--- config.mk ---
export PLATFORM = sky130hd
export DESIGN_NAME = flashing_mode_multi_road_ssm_flat
export DESIGN_NICKNAME = d
export VERILOG_FILES = /design/src/rtl/flashing_mode_multi_road_ssm_if.sv /design/src/rtl/flashing_mode_multi_road_ssm.sv /design/src/flat_wrapper.sv
export SDC_FILE = /design/constraint.sdc
export NUM_CORES = 1
export LEC_CHECK = 0
export BUFFER_PORTS_ARGS = -buffer_cell sky130_fd_sc_hd__buf_2
export CORE_ASPECT_RATIO = 1.75
export CORE_UTILIZATION = 64
export CTS_CLUSTER_SIZE = 24
export DETAILED_ROUTE_END_ITERATION = 10
export GPL_TIMING_DRIVEN = 0
export PLACE_DENSITY = 0.93
export SETUP_SLACK_MARGIN = 0.05
export SLEW_MARGIN = 5
export SYNTH_ARGS = -nofsm -noshare
export SYNTH_HDL_FRONTEND = slang
export SYNTH_SLANG_ARGS = --single-unit
export TNS_END_PERCENT = 20
--- constraint.sdc ---
create_clock -name clk_i -period 4.65 [get_ports clk_i]
set_input_delay 0.465 -clock clk_i [delete_from_list [all_inputs] [get_ports clk_i]]
set_output_delay 0.465 -clock clk_i [all_outputs]
set_load 0.005 [all_outputs]
--- src/rtl/flashing_mode_multi_road_ssm_if.sv ---
// Supervisor <-> flashing sub-state-machine bundle.
// The supervisor drives the flash request. The sub-SM returns the per-road lamps
// and its status flags.
interface flashing_mode_multi_road_ssm_if #(
    parameter int unsigned NUM_ROADS = 2
);
    logic                     flash_req;
    logic [3*NUM_ROADS-1:0]   lights_ryg;
    logic                     flash_active;
    logic                     flash_phase;
    logic                     exit_done;

    // Supervisory controller side
    modport master (
        output flash_req,
        input  lights_ryg,
        input  flash_active,
        input  flash_phase,
        input  exit_done
    );

    // Flashing sub-state-machine side
    modport slave (
        input  flash_req,
        output lights_ryg,
        output flash_active,
        output flash_phase,
        output exit_done
    );
endinterface

--- src/rtl/flashing_mode_multi_road_ssm.sv ---
// N-road flashing-mode sub-state machine.
// Entry always goes through a timed all-red phase. The lamps then alternate
// between an on half-period and an off half-period. Exit happens only at a
// flash-phase boundary and goes through a timed all-red phase, which ends with
// a one-cycle exit_done pulse.
// Optional build macro FLASHING_SSM_ALTERNATE_PHASE_EN: red-mask roads flash in
// antiphase to the yellow-mask roads instead of in phase with them.
module flashing_mode_multi_road_ssm #(
    parameter int unsigned          NUM_ROADS         = 2,
    parameter int unsigned          TIMER_BITS        = 26,
    parameter int unsigned          ENTRY_RED_COUNT   = 30_000_000,
    parameter int unsigned          FLASH_ON_COUNT    = 5_000_000,
    parameter int unsigned          FLASH_OFF_COUNT   = 5_000_000,
    parameter int unsigned          EXIT_RED_COUNT    = 20_000_000,
    parameter logic [NUM_ROADS-1:0] YELLOW_FLASH_MASK = 'b1
) (
    input logic                           clk_i,
    input logic                           reset_i,
    flashing_mode_multi_road_ssm_if.slave bus_io
);

    localparam logic [2:0] StIdle     = 3'd0;
    localparam logic [2:0] StEntryRed = 3'd1;
    localparam logic [2:0] StFlashOn  = 3'd2;
    localparam logic [2:0] StFlashOff = 3'd3;
    localparam logic [2:0] StExitRed  = 3'd4;

    localparam logic [2:0] LampRed    = 3'b100;
    localparam logic [2:0] LampYellow = 3'b010;
    localparam logic [2:0] LampOff    = 3'b000;

    // Timer reload values: a timed state lasts exactly COUNT cycles.
    localparam logic [TIMER_BITS-1:0] EntryLoad = TIMER_BITS'(ENTRY_RED_COUNT - 1);
    localparam logic [TIMER_BITS-1:0] OnLoad    = TIMER_BITS'(FLASH_ON_COUNT - 1);
    localparam logic [TIMER_BITS-1:0] OffLoad   = TIMER_BITS'(FLASH_OFF_COUNT - 1);
    localparam logic [TIMER_BITS-1:0] ExitLoad  = TIMER_BITS'(EXIT_RED_COUNT - 1);

    localparam logic [3*NUM_ROADS-1:0] AllRed = {NUM_ROADS{LampRed}};

    logic [2:0]             state_q, state_d;
    logic [TIMER_BITS-1:0]  timer_q, timer_d;
    logic [TIMER_BITS-1:0]  timer_dec;
    logic                   timer_done;
    logic [3*NUM_ROADS-1:0] lights_q, lights_d;
    logic                   active_q, active_d;
    logic                   phase_q, phase_d;
    logic                   exit_done_q, exit_done_d;

    // Lamp pattern for a given state; every state other than the two flash
    // phases (including illegal encodings) shows all roads red.
    function automatic logic [3*NUM_ROADS-1:0] lamp_pattern(input logic [2:0] st);
        logic [3*NUM_ROADS-1:0] pat;
        pat = AllRed;
        for (int i = 0; i < int'(NUM_ROADS); i++) begin
            if (st == StFlashOn) begin
`ifdef FLASHING_SSM_ALTERNATE_PHASE_EN
                pat[3*i +: 3] = YELLOW_FLASH_MASK[i] ? LampYellow : LampOff;
`else
                pat[3*i +: 3] = YELLOW_FLASH_MASK[i] ? LampYellow : LampRed;
`endif
            end else if (st == StFlashOff) begin
`ifdef FLASHING_SSM_ALTERNATE_PHASE_EN
                pat[3*i +: 3] = YELLOW_FLASH_MASK[i] ? LampOff : LampRed;
`else
                pat[3*i +: 3] = LampOff;
`endif
            end
        end
        return pat;
    endfunction

    assign timer_done = (timer_q == '0);
    // Saturating decrement so the timer never wraps.
    assign timer_dec  = timer_done ? '0 : timer_q - TIMER_BITS'(1);

    // Next-state and timer reload logic
    always_comb begin
        state_d     = state_q;
        timer_d     = timer_dec;
        exit_done_d = 1'b0;
        case (state_q)
            StIdle: begin
                timer_d = '0;
                if (bus_io.flash_req) begin
                    state_d = StEntryRed;
                    timer_d = EntryLoad;
                end
            end
            StEntryRed: begin
                // Entry can be aborted silently; no lamp has flashed yet.
                if (!bus_io.flash_req) begin
                    state_d = StIdle;
                    timer_d = '0;
                end else if (timer_done) begin
                    state_d = StFlashOn;
                    timer_d = OnLoad;
                end
            end
            StFlashOn: begin
                // flash_req matters only at the end of the phase.
                if (timer_done) begin
                    if (bus_io.flash_req) begin
                        state_d = StFlashOff;
                        timer_d = OffLoad;
                    end else begin
                        state_d = StExitRed;
                        timer_d = ExitLoad;
                    end
                end
            end
            StFlashOff: begin
                if (timer_done) begin
                    if (bus_io.flash_req) begin
                        state_d = StFlashOn;
                        timer_d = OnLoad;
                    end else begin
                        state_d = StExitRed;
                        timer_d = ExitLoad;
                    end
                end
            end
            StExitRed: begin
                // Exit is committed; flash_req is ignored until back in idle.
                if (timer_done) begin
                    state_d     = StIdle;
                    timer_d     = '0;
                    exit_done_d = 1'b1;
                end
            end
            default: begin
                state_d = StIdle;
                timer_d = '0;
            end
        endcase
    end

    // Registered outputs are derived from the next state so they move with it.
    always_comb begin
        lights_d = lamp_pattern(state_d);
        active_d = (state_d != StIdle);
        phase_d  = (state_d == StFlashOn);
    end

    // State, timer and output registers with synchronous reset
    always_ff @(posedge clk_i) begin
        if (reset_i) begin
            state_q     <= StIdle;
            timer_q     <= '0;
            lights_q    <= AllRed;
            active_q    <= 1'b0;
            phase_q     <= 1'b0;
            exit_done_q <= 1'b0;
        end else begin
            state_q     <= state_d;
            timer_q     <= timer_d;
            lights_q    <= lights_d;
            active_q    <= active_d;
            phase_q     <= phase_d;
            exit_done_q <= exit_done_d;
        end
    end

    assign bus_io.lights_ryg   = lights_q;
    assign bus_io.flash_active = active_q;
    assign bus_io.flash_phase  = phase_q;
    assign bus_io.exit_done    = exit_done_q;

endmodule

--- src/flat_wrapper.sv ---
// flat-port wrapper written by rule: the top's interface ports become plain ports
module flashing_mode_multi_road_ssm_flat 
#(
    parameter int unsigned          NUM_ROADS         = 2,
    parameter int unsigned          TIMER_BITS        = 26,
    parameter int unsigned          ENTRY_RED_COUNT   = 30_000_000,
    parameter int unsigned          FLASH_ON_COUNT    = 5_000_000,
    parameter int unsigned          FLASH_OFF_COUNT   = 5_000_000,
    parameter int unsigned          EXIT_RED_COUNT    = 20_000_000,
    parameter logic [NUM_ROADS-1:0] YELLOW_FLASH_MASK = 'b1
)
  (clk_i, reset_i, bus_io_flash_req, bus_io_lights_ryg, bus_io_flash_active, bus_io_flash_phase, bus_io_exit_done);
  flashing_mode_multi_road_ssm_if #(.NUM_ROADS(NUM_ROADS)) bus_io_i ();
  input logic clk_i;
  input logic reset_i;
  input wire logic [$bits(bus_io_i.flash_req)-1:0] bus_io_flash_req;
  output wire logic [$bits(bus_io_i.lights_ryg)-1:0] bus_io_lights_ryg;
  output wire logic [$bits(bus_io_i.flash_active)-1:0] bus_io_flash_active;
  output wire logic [$bits(bus_io_i.flash_phase)-1:0] bus_io_flash_phase;
  output wire logic [$bits(bus_io_i.exit_done)-1:0] bus_io_exit_done;
  assign bus_io_i.flash_req = bus_io_flash_req;
  assign bus_io_lights_ryg = bus_io_i.lights_ryg;
  assign bus_io_flash_active = bus_io_i.flash_active;
  assign bus_io_flash_phase = bus_io_i.flash_phase;
  assign bus_io_exit_done = bus_io_i.exit_done;
  flashing_mode_multi_road_ssm #(.NUM_ROADS(NUM_ROADS), .TIMER_BITS(TIMER_BITS), .ENTRY_RED_COUNT(ENTRY_RED_COUNT), .FLASH_ON_COUNT(FLASH_ON_COUNT), .FLASH_OFF_COUNT(FLASH_OFF_COUNT), .EXIT_RED_COUNT(EXIT_RED_COUNT), .YELLOW_FLASH_MASK(YELLOW_FLASH_MASK)) u_core (.clk_i(clk_i), .reset_i(reset_i), .bus_io(bus_io_i));
endmodule
==> results by group <==
Timing
  – RSZ-0062 raised after global routing: no
  – Worst Tran Pin Value: 817.8 ps
  – Fmax: 421.9 MHz
  – Worst Skew: 1.665 ps
  – Post-layout minimum cycle time: approximately 2400 ps
  – Setup tns final: 0 ps
  – Max Slew Vio Count: 0
  – Final setup fails: 0
  – Final hold viol count: 0
  – PnR worst setup slack: 2280 ps
  – Fin crit share: 0.5097
  – Slew margin rel.: 0.4536

Worst setup path
  – CP Class: reg2reg
  – Startpoint types: flop
  – Arr. time, crit path: 2600 ps
  – Slowest stage delay, CP: 690 ps
  – Worst Setup End Kind: flop
  – Cell at the slowest stage of the critical path: nor3b_1
  – Worst-path cell chain: inv_1, ha_1, nor3b_1, nand4_4, or4_1, a31o_1, nor2_1
  – CP Data Required Time: 4880 ps
  – Crit path max fanout: 8

Clock network
  – CTS tree: built
  – Clock Pin Slew Worst Setup and Hold Paths: about 60 ps
  – Post-CTS setup buffers: 0
  – Post-CTS Hold Buffers: 0
  – Clock sink count: 34
  – H-tree levels: 2
  – Bufs on Longest Clock Path: 2
  – Worst-Skew Late Latency: about 290 ps
  – Clock root cell: clkbuf_8
  – Total CTS buffers: 5
  – Post-CTS Resized: 0

Finish
  – Ant diodes: 0
  – Most frequent cells in the layout: 34 x dfxtp_1, 19 x o21ai_0, 16 x nor2_1, 15 x xnor2_1, 12 x nor3_1
  – Register area: approximately 680 sq um
  – Multi-input gate area: 0.001051 sq mm
  – Filler cell count: 205
  – Area grow syn2layout: 8.093%
  – Fin nets: 224
  – Share of post-route cells with drive strength above 1: 0.1689
  – Commonest non-fill, non-tap cell in the layout: dfxtp_1
  – Post-route core utilization: 0.7330

Detailed routing
  – TritonRoute pass-1 iters: 5
  – DR vias/cell: 6.333
  – DR iter-0 viols: 59
  – Routed Antenna Nets: 0
  – WL per Instance: ~16 microns
  – Vias: 1558
  – Routed wire length: 3999 microns
  – Drt drc: 0

Placed design
  – Hpwl dp: 2888 microns
  – PortBufs: 6
  – Place WS: about 2300 ps
  – RePlAce Congestion: 0.8985

Global route
  – Initial antenna violation count: 0
  – Total global-route track usage: 0.2848
  – Pin count of the biggest net entering global routing: 11
  – Vias in the first global route: 1550
  – Congestion Overflow GR: 0
  – Global-route wire length before repair: 6693 microns

Pwr
  – Max VDD drop: about 240 uV
  – Pwr/cell area: 339.9 mW/mm^2
  – PnR Total Power: 670.3 uW
  – Pleak: 0.0007590 uW

Die
  – Die Wd: 42.36 microns
  – Row count: 25
  – I/O Pins: 12
  – Starting Density: 0.6781
  – Die ar.: 0.003076 sq mm
  – Core area: 0.002690 sq mm
  – Die H: approximately 73 microns

Logic synthesis
  – Syn_area_per_cell: between 8 and 9 sq um
  – Mapped Cells: 204
  – Post-synthesis instance area: 0.001824 sq mm
  – Yosys reg bits: 34
  – Post-synthesis sequential area ratio: 0.3731
  – Post-synth top flop: dfxtp_1
  – Unique masters post-synth: 49
  – EDFF count, synth: 0
  – YS warnings: 0
  – Post-synth ARST share: 0
  – Post-synth top area share: 0.3731
  – Synth area leader: dfxtp_1
  – Dominant cells by area after synthesis: dfxtp_1 37%, xnor2_1 7.2%, o21ai_0 5.2%

Hold path
  – Type of the tightest min-delay check: in2reg

Status
  – Status: complete, no violations

Run
  – Max_cap viols: 0
-- stage by stage --
stage                     instance area, sq um  hold slack, ps  cells
after floorplan                           1832           485.4    206
after global placement                    1896           515.8    239
after detailed placement                  1896           541.3    239
after CTS                                 1972           531.5    246
after global routing                      1972           581.6    246
final                                     1972           537.7    246
-- state kept, by name (all words and copies together), names as in the netlist --
| signal | flops |
|---|---|
| u_core.state_q | 3 |
| u_core.bus_io.flash_active | 1 |
| u_core.bus_io.lights_ryg | 3 |
| u_core.timer_q | 26 |
| u_core.bus_io.exit_done | 1 |
-- synthesized netlist by cell type, types with 2 or more instances --
master / n
a21o_1: 2
or3_2: 2
a21oi_1: 5
and4_1: 2
buf_4: 4
nor4_4: 2
dfxtp_1: 34
and3_1: 2
nand3_1: 4
xor2_1: 6
o21ai_2: 2
nor4_2: 3
nand4_1: 2
nor2_1: 16
xnor2_1: 15
buf_2: 5
inv_1: 6
o21ai_0: 19
nor3_1: 12
nand2_1: 9
nand3b_1: 3
nand2b_1: 2
nor4_1: 4
clkbuf_1: 6
nor3b_1: 3
o211ai_1: 4
or3_1: 4
o31a_1: 2
or4_1: 3
ha_1: 2
-- final timing paths --
check	from	endpoint	slack (ps)	cells after the start
min	reset_i	u_core.state_q[2]	540	2
max	u_core.timer_q[0]	u_core.timer_q[20]	2280	7
max reg2reg	u_core.timer_q[0]	u_core.timer_q[20]	2280	7
min reg2reg	u_core.timer_q[25]	u_core.timer_q[25]	560	2
-- kinds of logic (layout without fill, tap and decap cells) --
group / Yosys count / in the layout / share of synthesized area
adder cells (fa/ha/maj): 2 / 2 / 0.01372
other: 1 / 3 / 0.002056
AND/OR/NAND/NOR: 81 / 81 / 0.2990
multiplexers: 1 / 1 / 0.005487
XOR/XNOR: 21 / 21 / 0.1008
AO/OA/AOI/OAI: 43 / 43 / 0.1509
flip-flops: 34 / 34 / 0.3731
buffers and inverters: 21 / 34 / 0.05487
-- report_power, final --
part / switching (uW) / internal, uW / total, uW
combinational: 83.0 / 59.8 / 143
sequential: 16.1 / 305 / 321
clock: 103 / 103 / 206
-- critical path, delay by kind of cell (launching register included) --
family                   cells  cell delay (ps)
adder cells (fa/ha/maj)      1              200
AO/OA/AOI/OAI                1              210
buffers and inverters        1              110
flip-flops                   1              330
AND/OR/NAND/NOR              4             1450
-- area by class of cell --
cell class	instances	share of cell area
flip-flops and latches	34	0.3452
inverters	6	0.01142
well taps	27	0.01713
plain buffers	15	0.03934
clock buffers	7	0.03871
repair buffers	6	0.01523
multi-input cells	151	0.5330
-- per-layer routing --
metal,track usage,vias to the layer above,wire length [microns]
met4,0.1910,0,168
met2,0.5214,40,2168
met1,0.2824,743,1561
met5,0,-,0
met3,0.05198,17,101
li1,-,758,-
Note: power is estimated with default switching activity, not from simulation.
